## config.mk

```make
export PLATFORM = sky130hd
export DESIGN_NAME = shift_add_multiplier
export DESIGN_NICKNAME = d
export VERILOG_FILES = /design/src/rtl/alu_pkg.sv /design/src/rtl/mul_step.sv /design/src/rtl/shift_add_multiplier.sv
export SDC_FILE = /design/constraint.sdc
export NUM_CORES = 1
export LEC_CHECK = 0
export CAP_MARGIN = 20
export CORE_ASPECT_RATIO = 1.4
export CORE_UTILIZATION = 55
export DETAILED_ROUTE_END_ITERATION = 10
export DONT_BUFFER_PORTS = 1
export PLACE_DENSITY = 0.73
export SYNTH_ARGS = -nofsm -noshare
export SYNTH_HDL_FRONTEND = slang
export SYNTH_SLANG_ARGS = --single-unit
export TNS_END_PERCENT = 100
```

## constraint.sdc

```tcl
create_clock -name clk -period 2.2 [get_ports clk]
set_clock_uncertainty 0.2 [all_clocks]
set_input_delay 0.44 -clock clk [delete_from_list [all_inputs] [get_ports clk]]
set_output_delay 0.44 -clock clk [all_outputs]
set_load 0.01 [all_outputs]
```

## src/rtl/alu_pkg.sv

```systemverilog
// Shared types and defaults for the ALU-side arithmetic blocks.
package alu_pkg;

  typedef enum logic [1:0] {
    IDLE,
    RUN,
    DONE
  } mul_state_t;

  localparam int MUL_W = 4;

endpackage

```

## src/rtl/mul_step.sv

```systemverilog
// One radix-2 shift-and-add iteration: conditional add, then shift operands.
module mul_step #(
  parameter int W = 4
) (
  input  logic [2*W-1:0] acc,
  input  logic [2*W-1:0] mcand,
  input  logic [W-1:0]   mplier,
  output logic [2*W-1:0] acc_next,
  output logic [2*W-1:0] mcand_next,
  output logic [W-1:0]   mplier_next
);

  assign acc_next    = mplier[0] ? (acc + mcand) : acc;
  assign mcand_next  = {mcand[2*W-2:0], 1'b0};
  assign mplier_next = {1'b0, mplier[W-1:1]};

endmodule

```

## src/rtl/shift_add_multiplier.sv

```systemverilog
// Sequential W x W -> 2W unsigned multiplier with valid/ready handshakes on both sides.
module shift_add_multiplier
  import alu_pkg::*;
#(
  parameter int W = MUL_W
) (
  input  logic           clk,
  input  logic           rst,
  input  logic           in_valid,
  output logic           in_ready,
  input  logic [W-1:0]   a,
  input  logic [W-1:0]   b,
  output logic           out_valid,
  input  logic           out_ready,
  output logic [2*W-1:0] product,
  output logic           busy
);

  localparam int CW = $clog2(W) + 1;

  mul_state_t      state_q, state_d;
  logic [2*W-1:0]  acc_q, acc_d;
  logic [2*W-1:0]  mcand_q, mcand_d;
  logic [W-1:0]    mplier_q, mplier_d;
  logic [CW-1:0]   count_q, count_d;

  logic [2*W-1:0]  step_acc;
  logic [2*W-1:0]  step_mcand;
  logic [W-1:0]    step_mplier;

  mul_step #(.W(W)) u_step (
    .acc         (acc_q),
    .mcand       (mcand_q),
    .mplier      (mplier_q),
    .acc_next    (step_acc),
    .mcand_next  (step_mcand),
    .mplier_next (step_mplier)
  );

  always_comb begin
    state_d  = state_q;
    acc_d    = acc_q;
    mcand_d  = mcand_q;
    mplier_d = mplier_q;
    count_d  = count_q;
    case (state_q)
      IDLE: begin
        if (in_valid) begin
          mcand_d  = {{W{1'b0}}, a};
          mplier_d = b;
          acc_d    = '0;
          count_d  = '0;
          state_d  = RUN;
        end
      end
      // Always W iterations, even once the multiplier has shifted down to zero.
      RUN: begin
        acc_d    = step_acc;
        mcand_d  = step_mcand;
        mplier_d = step_mplier;
        count_d  = count_q + 1'b1;
        if (count_q == CW'(W - 1)) begin
          state_d = DONE;
        end
      end
      DONE: begin
        if (out_ready) begin
          state_d = IDLE;
        end
      end
      default: state_d = IDLE;
    endcase
  end

  always_ff @(posedge clk or posedge rst) begin
    if (rst) begin
      state_q  <= IDLE;
      acc_q    <= '0;
      mcand_q  <= '0;
      mplier_q <= '0;
      count_q  <= '0;
    end else begin
      state_q  <= state_d;
      acc_q    <= acc_d;
      mcand_q  <= mcand_d;
      mplier_q <= mplier_d;
      count_q  <= count_d;
    end
  end

  assign in_ready  = (state_q == IDLE);
  assign out_valid = (state_q == DONE);
  assign busy      = (state_q == RUN) || (state_q == DONE);
  assign product   = acc_q;

  a_no_dual_handshake : assert property (@(posedge clk) disable iff (rst)
    !(out_valid && in_ready));

  a_product_stable : assert property (@(posedge clk) disable iff (rst)
    (out_valid && !out_ready) |=> $stable(product));

endmodule

```

### Word-level counts from Yosys, hierarchy flattened

Index checks and enable logic that the tools add are counted.

* register bits after elaboration: 25
* input bits: 12
* output and inout bits: 11
* word-level logic and storage cells: 33

* add/subtract/negate cells: 2
* equal/unequal tests: 7
* muxes and demuxes: 13
* reductions and logical operators: 6

Operators by type and width (number)
* one-hot mux 8 bit (2 select lines): 2
* 2-to-1 mux 8 bit: 3
* adder 8 bit: 1
* one-hot mux 4 bit (2 select lines): 1
* 2-to-1 mux 2 bit: 3
* inequality test 2 bit (second input constant): 3
* one-hot mux 2 bit (3 select lines): 1
* one-hot mux 3 bit (2 select lines): 1
* AND reduction 3 bit: 2
* 2-to-1 mux 4 bit: 1
* adder 3 x 1 -> 3 bit (second input constant): 1
* == test 3 x 2 -> 1 bit (second input constant): 1
* 2-to-1 mux 3 bit: 1
* == test 2 x 1 -> 1 bit (second input constant): 1
* == test 2 bit (second input constant): 1
* logical NOT 2 bit: 1
* inequality test 2 x 1 -> 1 bit (second input constant): 1
* AND reduction 2 bit: 1
* nonzero test 2 bit: 1
* logical OR 1 bit: 1

### Logic depth before layout (Yosys ltp)

Gate-level depths: netlist of run 1.

* depth in word-level cells: 3
* mapped depth: 7
* gate-level depth less buffers: 7

### Cells and area by module

Synthesis of run 1 repeated with hierarchy kept, for this count alone.

* cells, all modules: 158
* area total of the unflattened synthesis: 1635.3 um^2

By module, submodules not included
* shift_add_multiplier: instances 1, cells an instance 90, area each 1108.6 um^2, sequential area each 625.6 um^2
* mul_step: instances 1, cells an instance 68, area each 526.8 um^2, sequential area each 0.0 um^2

### Worst setup path before layout of run 1

Ideal clock, no wire load.

* path kind: flip-flop to flip-flop
* start: register acc_q[0] (netlist: product[0])
* end: register acc_q[6] (netlist: product[6])
* setup time: 128 ps
* arrival: 1818 ps
* setup slack: 55 ps
* cell stages (with the launch flop): 8
* clock period less this slack: 2145 ps
* cells stage by stage: dfrtp_1 -> ha_1 -> fa_1 -> a21o_1 -> a31o_1 -> a21oi_1 -> xor2_1 -> o21ai_0

* longest elaborated chain between the ends: 3

RTL lines
* from (decl): line shift_add_multiplier.sv:22 `logic [2*W-1:0] acc_q, acc_d;`
* from (signal assigned): line shift_add_multiplier.sv:78 `acc_q <= '0;`
* from (signal assigned): line shift_add_multiplier.sv:84 `acc_q <= acc_d;`
* adder 8 bit: line mul_step.sv:13 `assign acc_next = mplier[0] ? (acc + mcand) : acc;`
* 2-to-1 mux 8 bit: line mul_step.sv:13
* one-hot mux 8 bit (2 select lines): line shift_add_multiplier.sv:46 `case (state_q)`

No other way between the ends. The select of a mux whose other input is x is not followed.
A chain may end at the register's enable or synchronous reset.

### Worst setup path in the final report of run 1

* start: register mcand_q[0]
* end: register acc_q[6] (netlist: product[6])

* longest elaborated chain between the ends: 3

RTL lines
* from (decl): line shift_add_multiplier.sv:23 `logic [2*W-1:0] mcand_q, mcand_d;`
* from (signal assigned): line shift_add_multiplier.sv:85 `mcand_q <= mcand_d;`
* adder 8 bit: line mul_step.sv:13
* 2-to-1 mux 8 bit: line mul_step.sv:13
* one-hot mux 8 bit (2 select lines): line shift_add_multiplier.sv:46

No other way between the ends. The select of a mux whose other input is x is not followed.

==> impl_metrics.py, run 1 <==
metrics = {
    "routing": {
        "drt_iter0_drc": 22,
        "dr.pass1.iters": 9,
        "via_per_inst": 6.241,
        "ant_nets": 0,
        "routed-via-count": 1011,
        "wl_per_cell_um": 17.12,
        "drcViolationCount": 3,
        "wirelength_um": 2773,
    },
    "power_and_ir_drop": {
        "internal_power_uw": 1187,
        "p_seq_share_pct": 37.9,
        "p_leak_uw": 0.0007206,
        "p_sw_share_pct": 44.00,
        "ir_worst_vdd_mv": 0.8978,
        "clock_power_share_pct": 9.7,
        "power_density_nw_per_um2": 1435,
        "p_sw_uw": 932.4,
        "power_uw": 2119,
        "combPwrFrac_pct": 52.4,
    },
    "worst_hold_path": {
        "min_path_type": "input pin to register",
    },
    "synth": {
        "syn_area_um2": 1359,
        "synth_top_area_cell": "dfrtp_1",
        "synthArstFlopShare_pct": 100.0,
        "synthCells": 129,
        "ys_ff_latch": 25,
        "synth.avg_cell_area_um2": 10.53,
        "synth_most_common_cell": "dfrtp_1",
        "synth_area_leaders": "dfrtp_1, ha_1, nand2_1",
        "synthFlopType": "dfrtp_1",
        "synth_cell_types": 29,
        "synth_seq_area_share_pct": 46.04,
        "syn_nets": 155,
        "synth_warnings": 0,
        "synth_edf_count": 0,
        "synth_commonest_cells": "dfrtp_1, nand2_1, ha_1, o21ai_0, a21oi_1",
        "synth_top_area_share_pct": 46.04,
    },
    "sta": {
        "finalSetupTns_ns": 0,
        "worst_slew_pin_slew_ns": 0.4384,
        "relSlewSlack_pct": 70.78,
        "finalCriticalPeriod_ns": 2.120,
        "setup_viol": 0,
        "fin_crit_sh_pct": 96.38,
        "fmax_ghz": 0.4716,
        "worst_slack_ns": 0.07959,
        "report.final.slew_viol_count": 0,
        "hold_viol": 0,
    },
    "global_routing": {
        "grt_pass1_vias": 1042,
        "antenna_found_initial": 0,
        "grt_max_degree": 26,
        "overflow": 0,
        "grt.total_usage_pct": 23.92,
        "grt_pass1_wl_um": 4629,
    },
    "final_layout": {
        "register_area_um2": 625.6,
        "multi_input_area_um2": 703.2,
        "nFillCells": 187,
        "drive_gt1_share_pct": 18.57,
        "fin_nets": 167,
        "syn_to_final_growth_pct": 8.656,
        "num_antenna_cells": 0,
    },
    "cts": {
        "cts_max_path_buffers": 2,
        "htreeDepth": 1,
        "cts_tree": "built",
        "clkLatencyLatePin_ns": 0.32,
        "clock_sinks": 25,
        "numCtsBuffers": 3,
        "clockRootBuffer": "clkbuf_4",
        "path_clk_slew_ns": 0.13,
    },
    "run": {
        "cap_violations": 0,
    },
    "run_status": {
        "status": "finished, violations left",
        "violations": "DRC",
    },
    "setup_path": {
        "worstSetupStartpointType": "register",
        "critPathArrivalTime_ns": 2.14,
        "cp_max_fo": 2,
        "required_ns": 2.22,
        "critical_path_class": "register to register",
        "worstSetupEndpointType": "register",
    },
    "floorplan": {
        "row_count": 20,
        "initial_core_util_pct": 60.33,
        "core_um2": 2252,
        "pin_count": 23,
        "die_y_um": 60.81,
        "die_area_um2": 2676,
        "fp.dieW_um": 44.01,
    },
    "placement": {
        "hpwlAfterDp_um": 2070,
        "io_buffers": 0,
        "post-place-ws_ns": 0.01460,
        "place_congestion": 0.8348,
    },
}
[power by group through the flow]
stage | clock network [uW] | logic (uW) | registers [uW]
4_1_cts | 210 | 1080 | 803
5_1_grt | 230 | 1240 | 825
6_report | 205 | 1110 | 804
3_5_place_dp | 0 | 1050 | 817
2_1_floorplan | 0 | 854 | 772
3_3_place_gp | 0 | 1030 | 802
[area by class of cell]
| cell class | instances | share of cell area, % |
|---|---|---|
| clock buffer | 3 | 1.525 |
| clock inverter | 1 | 0.3390 |
| inverter | 6 | 1.525 |
| multi-input combinational | 96 | 47.63 |
| sequential | 25 | 42.37 |
| tap | 22 | 1.864 |
| timing repair buffer | 9 | 4.746 |
[what timing repair did]
item                                    CTS  global route
hold buffers                              1             0
endpoints found under the setup margin    1             1
gates cloned                              0             0
hold endpoints to repair                 25             0
buffers inserted                          1             2
resized for setup                         1             2
[worst max-delay path, stage by stage (launching register included)]
cell,delay [ns]
dfrtp_1,0.42
ha_2,0.20
fa_2,0.35
a21o_1,0.20
a31o_1,0.24
a21oi_2,0.16
xor2_1,0.15
o21ai_0,0.08
[flip-flops by register name, indices dropped and copies added, names as in the netlist]
register  cells
count_q       3
mcand_q       8
mplier_q      4
product       8
state_q       2
[cells by family (layout without fill, tap and decap cells)]
group / count (synthesis) / count (layout) / share of synthesized area, %
AO/OA/AOI/OAI: 47 / 47 / 24.13
AND/OR/NAND/NOR: 28 / 28 / 9.024
flip-flops: 25 / 25 / 46.04
adder cells (fa/ha/maj): 14 / 14 / 13.44
buffers and inverters: 8 / 19 / 2.854
XOR/XNOR: 7 / 7 / 4.512
[placed cells by master (no fill, tap or decap), drive strengths merged, types with 2 or more instances in the layout]
master,n
a22o,6
o21ai,14
ha,13
dfrtp,25
nand2,21
inv,6
o22ai,6
a21o,3
a21oi,7
clkbuf,3
a22oi,3
nor3,2
o21bai,2
xor2,4
buf,8
xnor2,3
nor2,3
a32o,2
[routing by layer]
metal / global-route usage [%] / up-vias / share of wire (%)
li1: - / 489 / -
met1: 27.24 / 497 / 41
met2: 43.28 / 19 / 54
met3: 3.274 / 6 / 2.7
met4: 11.69 / 0 / 2.1
met5: 0 / - / 0
[worst paths after layout]
path | from | end | slack [ns] | cells after the start
worst max-delay path | mcand_q[0] | product[6] | 0.08 | 7
worst min-delay path | b[0] | mplier_q[0] | 0.03 | 2
worst max register to register | mcand_q[0] | product[6] | 0.08 | 7
worst min register to register | mplier_q[2] | mplier_q[1] | 0.29 | 2
max in group asynchronous | rst | product[5] | 1.16 | 3
min in group asynchronous | rst | mplier_q[1] | 0.39 | 3
[through the flow]
stage                     utilization, %  instance area (um^2)  instances  hold WS (ns)
final                              65.56                  1476        162       0.03455
after global routing               65.56                  1476        162       0.01851
after CTS                          64.61                  1455        160       0.03206
after detailed placement           62.50                  1408        154        0.1997
after global placement             62.50                  1408        154        0.1947
after floorplan                        -                  1359        129        0.2447
(Power assumes the default switching activity.)
==> run 2, diff against run 1 <==
--- a/config.mk
+++ b/config.mk
@@ -10,6 +10,8 @@
 export CORE_UTILIZATION = 55
 export DETAILED_ROUTE_END_ITERATION = 10
 export DONT_BUFFER_PORTS = 1
+export GPL_ROUTABILITY_DRIVEN = 0
+export GPL_TIMING_DRIVEN = 0
 export PLACE_DENSITY = 0.73
 export SYNTH_ARGS = -nofsm -noshare
 export SYNTH_HDL_FRONTEND = slang
==> run 2 against run 1 <==
Net effect: the flow still finishes with violations (DRC); power down 1.2%; non-clock buffer count down 3; sequential power up 2%; maximum frequency up 1.2%; critical path depth unchanged; die area unchanged; largest power group unchanged.
==> impl_metrics.py, run 2 (synthesis results as in run 1) <==
metrics = {
    "placement": {
        "hpwlAfterDp_um": 1952,
        "io_buffers": 0,
    },
    "routing": {
        "dr.pass1.iters": 7,
        "drcViolationCount": 5,
        "ant_nets": 0,
        "wl_per_cell_um": 16.77,
        "drt_iter0_drc": 30,
        "wirelength_um": 2666,
        "wl_met2_um": 1410,
        "wl_met3_um": 108,
        "highest_layer": "met4",
        "routed-via-count": 1000,
        "wl_met1_um": 1109,
        "via_per_inst": 6.289,
    },
    "sta": {
        "worst_slew_pin_slew_ns": 0.4422,
        "fmax_ghz": 0.4774,
        "rsz0062_at_grt": "true",
        "finalSetupTns_ns": 0,
        "setup_viol": 0,
        "report.final.slew_viol_count": 0,
        "fin_crit_sh_pct": 95.22,
        "finalCriticalPeriod_ns": 2.095,
        "hold_viol": 0,
        "relSlewSlack_pct": 70.52,
    },
    "power_and_ir_drop": {
        "p_leak_uw": 0.0007054,
        "power_density_nw_per_um2": 1407,
        "ir_worst_vdd_mv": 0.7857,
        "p_seq_share_pct": 39.0,
        "internal_power_uw": 1165,
        "power_uw": 2094,
        "combPwrFrac_pct": 50.7,
        "p_sw_share_pct": 44.38,
        "p_sw_uw": 929.4,
        "clock_power_share_pct": 10.3,
    },
    "final_layout": {
        "num_antenna_cells": 0,
        "drive_gt1_share_pct": 17.52,
        "fin_nets": 164,
        "syn_to_final_growth_pct": 9.577,
        "mostFrequentLayoutCells": "dfrtp_1, nand2_1, ha_1",
        "layout_commonest_cell": "dfrtp_1",
    },
    "cts": {
        "path_clk_slew_ns": 0.14,
        "clockRootBuffer": "clkbuf_4",
        "cts_max_path_buffers": 2,
        "numCtsBuffers": 3,
        "clock_sinks": 25,
        "clkLatencyLatePin_ns": 0.32,
        "htreeDepth": 1,
        "cts_tree": "built",
    },
    "global_routing": {
        "overflow": 0,
        "grt_max_degree": 26,
        "grt_pass1_vias": 1008,
        "grt.total_usage_pct": 22.34,
        "antenna_found_initial": 0,
        "grt_pass1_wl_um": 4326,
    },
    "run": {
        "cap_violations": 0,
    },
    "run_status": {
        "status": "finished, violations left",
        "violations": "DRC",
    },
    "floorplan": {
        "initial_core_util_pct": 60.33,
        "row_count": 20,
        "core_um2": 2252,
        "fp.dieW_um": 44.01,
        "die_y_um": 60.81,
        "die_area_um2": 2676,
        "pin_count": 23,
    },
    "setup_path": {
        "slowest_stage": "dfrtp_2",
        "crit_start": "product[0]",
        "path_buf_inv": 0,
        "critPathArrivalTime_ns": 2.12,
        "worstSetupEndpointType": "register",
        "max_stage_delay_ns": 0.48,
        "required_ns": 2.22,
        "worstSetupStartpointType": "register",
        "crit_chain": "ha_4 > fa_2 > a21o_1 > a31o_1 > a21oi_2 > xor2_1 > o21ai_1",
        "r2r_start": "product[0]",
        "critical_path_class": "register to register",
        "cp_max_fo": 3,
        "crit_family": "compound AO/OA/AOI/OAI gates",
    },
    "worst_hold_path": {
        "hold_start": "b[2]",
        "min_path_type": "input pin to register",
    },
}
-- run 2: cell count changes in the layout (fill, tap and decap cells not counted), sizes merged --
cell	delta
clkinv	-1
buf	-3
clkinvlp	+1
-- run 2: repair_timing --
| action | 4_1_cts | 5_1_grt |
|---|---|---|
| pin swaps | 1 | 7 |
| gates resized for setup | 3 | 3 |
| hold endpoints to repair | 0 | 25 |
| gates cloned | 0 | 0 |
| setup endpoints to repair | 1 | 1 |
| setup buffers | 0 | 2 |
| hold buffers | 0 | 1 |
-- run 2: worst reg2reg max path: stages (launching register included) --
cell and delay [ns]:
dfrtp_2 0.48, ha_4 0.18, fa_2 0.35, a21o_1 0.18, a31o_1 0.22, a21oi_2 0.13, xor2_1 0.16, o21ai_1 0.09
-- run 2: power by group through the flow --
stage / Sequential [uW] / Clock [uW] / Combinational [uW]
3_3_place_gp: 815 / 0 / 987
5_1_grt: 839 / 234 / 1200
6_report: 817 / 216 / 1060
3_5_place_dp: 824 / 0 / 1030
2_1_floorplan: 772 / 0 / 854
4_1_cts: 820 / 220 / 1050
-- run 2: metrics by stage --
step	cells	worst slack (ns)	util, %	hold slack (ns)	area [um^2]
final	159	0.1051	66.11	0.03666	1489
after global routing	159	-0.01485	66.11	0.02394	1489
after CTS	155	0.005133	63.56	0.03016	1431
after detailed placement	151	-0.09143	61.56	0.2646	1386
after global placement	151	-0.08251	61.56	0.2531	1386
after floorplan	129	0.05452	-	0.2447	1359
-- run 2: per-layer routing --
metal  vias up  global-route usage, %
met5         -                      0
met1       490                  25.43
met2        21                  41.39
met3         4                  2.976
met4         0                  9.091
li1        485                      -
-- run 2: worst paths after layout --
kind                                to  slack, ns  cells after the start
max                         product[6]       0.11                      7
min                        mplier_q[2]       0.04                      2
max reg2reg                 product[6]       0.11                      7
min reg2reg                mplier_q[0]       0.30                      2
max in group asynchronous   product[0]       1.22                      3
min in group asynchronous   mcand_q[4]       0.22                      2
-- run 2: cell type report --
type | instances | area [um^2]
timing repair buffer | 4 | 52.55
buffer | 2 | 16.27
fill | 176 | 763.2
inverter | 6 | 22.52
sequential | 25 | 626.9
clock buffer | 3 | 22.52
tap | 22 | 27.53
multi-input combinational | 96 | 713.2
clock inverter | 1 | 7.507
==> run 3, diff against run 2 <==
--- a/config.mk
+++ b/config.mk
@@ -12,7 +12,7 @@
 export DONT_BUFFER_PORTS = 1
 export GPL_ROUTABILITY_DRIVEN = 0
 export GPL_TIMING_DRIVEN = 0
-export PLACE_DENSITY = 0.73
+export PLACE_DENSITY = 0.7
 export SYNTH_ARGS = -nofsm -noshare
 export SYNTH_HDL_FRONTEND = slang
 export SYNTH_SLANG_ARGS = --single-unit
==> constraint.sdc (replaced) <==
create_clock -name clk -period 2.1 [get_ports clk]
set_clock_uncertainty 0.2 [all_clocks]
set_input_delay 0.42 -clock clk [delete_from_list [all_inputs] [get_ports clk]]
set_output_delay 0.42 -clock clk [all_outputs]
set_load 0.01 [all_outputs]
==> run 3 against run 2 <==
Net effect: worst hold slack lost 0.059 ns; register-to-register slack lost 0.12 ns; critical path type unchanged; worst setup slack lost 0.12 ns; flip-flop and latch count is the same; first-iteration DRC count shrank 73%; clock power is essentially flat; highest routed layer unchanged; the flow finishes with violations (hold timing, setup timing); critical path depth is the same; global-route usage grew 0.39 points; die area is the same; final area shrank 2.4%.
==> impl_metrics.py, run 3 (synthesis results as in run 1) <==
metrics = {
    "sta": {
        "hold_slack_ns": -0.02266,
        "worst_slack_ns": -0.01079,
        "fmax_ghz": 0.4738,
        "hold_viol": 25,
        "setup_viol": 1,
        "report.final.slew_viol_count": 0,
        "rsz0062_at_grt": "true",
        "finalCriticalPeriod_ns": 2.111,
        "worst_slew_pin_slew_ns": 0.9308,
        "relSlewSlack_pct": 37.88,
        "fin_crit_sh_pct": 100.5,
    },
    "power_and_ir_drop": {
        "p_leak_uw": 0.0006895,
        "ir_worst_vdd_mv": 0.9545,
        "power_density_nw_per_um2": 1504,
        "power_uw": 2184,
    },
    "final_layout": {
        "layout_commonest_cell": "dfrtp_1",
        "drive_gt1_share_pct": 18.52,
        "syn_to_final_growth_pct": 6.906,
        "mostFrequentLayoutCells": "dfrtp_1, nand2_1, o21ai_0, ha_1",
        "fin_area_um2": 1453,
        "final_cells": 157,
        "num_antenna_cells": 0,
        "utilization_pct": 64.50,
        "fin_nets": 162,
    },
    "setup_path": {
        "regToRegSetupSlack_ns": -0.01,
        "worstSetupEndpointType": "register",
        "required_ns": 2.11,
        "critical_path_class": "register to register",
        "cp_max_fo": 3,
        "critPathArrivalTime_ns": 2.12,
        "worstSetupStartpointType": "register",
    },
    "routing": {
        "via_per_inst": 6.401,
        "ant_nets": 0,
        "drcViolationCount": 0,
        "wl_per_cell_um": 16.61,
        "drt_iter0_drc": 8,
        "dr.pass1.iters": 6,
        "wirelength_um": 2608,
        "routed-via-count": 1005,
    },
    "global_routing": {
        "use_met1_pct": 26.05,
        "grt_pass1_vias": 1071,
        "busiest_layer": "met2",
        "grt_pass1_wl_um": 4526,
        "use_met2_pct": 42.23,
        "use_met3_pct": 2.679,
        "grt.total_usage_pct": 22.72,
        "grt_max_degree": 26,
        "antenna_found_initial": 0,
        "overflow": 0,
    },
    "run_status": {
        "status": "finished, violations left",
        "violations": "hold timing, setup timing",
    },
    "cts": {
        "cts_tree": "built",
        "clkLatencyLatePin_ns": 0.32,
        "clock_sinks": 25,
        "path_clk_slew_ns": 0.14,
        "htreeDepth": 1,
        "clockRootBuffer": "clkbuf_4",
        "numCtsBuffers": 3,
        "hold_buffers": 0,
        "cts_max_path_buffers": 2,
    },
    "floorplan": {
        "initial_core_util_pct": 60.33,
        "die_y_um": 60.81,
        "row_count": 20,
        "fp.dieW_um": 44.01,
        "die_area_um2": 2676,
        "pin_count": 23,
        "core_um2": 2252,
    },
    "placement": {
        "post-place-ws_ns": -0.1731,
        "hpwlAfterDp_um": 1958,
        "placed_cells": 151,
        "io_buffers": 0,
        "dpl_cell_area_um2": 1389,
    },
    "worst_hold_path": {
        "min_path_type": "input pin to async pin",
    },
    "run": {
        "cap_violations": 0,
    },
}
run 3: changes by cell type in the layout (fill, tap and decap cells not counted):
cell	previous run	this run
clkinv_2	0	1
ha_2	0	1
clkinvlp_4	1	0
buf_16	1	0
dfrtp_2	1	2
ha_1	12	11
dlygate4sd3_1	1	0
dfrtp_1	24	23
run 3: power breakdown:
group,internal [uW],leakage [uW],switching [uW],total (uW)
Sequential,662,0.000324,192,855
Clock,71.4,0.0000177,144,216
Combinational,490,0.000348,624,1110
Total,1220,0.000689,961,2180
run 3: routing by layer:
| layer | vias to the layer above | wire [um] |
|---|---|---|
| li1 | 485 | - |
| met1 | 494 | 1074 |
| met2 | 22 | 1402 |
| met3 | 4 | 94 |
| met4 | 0 | 36 |
| met5 | - | 0 |
run 3: worst paths after layout:
path | start | end | depth (start not counted)
setup / recovery | product[0] | product[6] | 7
hold / removal | rst | count_q[2] | 1
setup reg to reg | product[0] | product[6] | 7
hold reg to reg | mplier_q[1] | mplier_q[0] | 2
max in group asynchronous | rst | product[0] | 1
min in group clk | b[1] | mplier_q[1] | 2
run 3: repair_timing:
action                     in CTS  in global routing
gates resized for setup         5                  2
buffers inserted                2                  0
pin swaps                       6                  0
setup endpoints to repair       1                  6
hold endpoints to repair        0                  0
run 3: per-stage QoR:
| step | hold WS (ns) | TNS [ns] |
|---|---|---|
| floorplan | 0.2447 | 0 |
| global placement | 0.2552 | -0.1378 |
| detailed placement | 0.2588 | -0.1731 |
| CTS | 0.01479 | -0.02011 |
| global route | 0.008539 | -0.06754 |
| finish | -0.02266 | -0.01079 |
run 3: final cells by class:
class	instances	area, um^2
inverters	6	22.52
plain buffers	2	16.27
multi-input cells	96	715.7
repair buffers	2	15.01
clock inverters	1	5.005
clock buffers	3	22.52
fillers	177	799.5
flip-flops and latches	25	628.1
well taps	22	27.53
run 3: worst max-delay path, stage by stage, from the launching register on:
cell     delay, ns
dfrtp_2       0.48
ha_4          0.19
fa_2          0.37
a21o_1        0.19
a31o_1        0.22
a21oi_2       0.15
xor2_1        0.15
o21ai_1       0.07
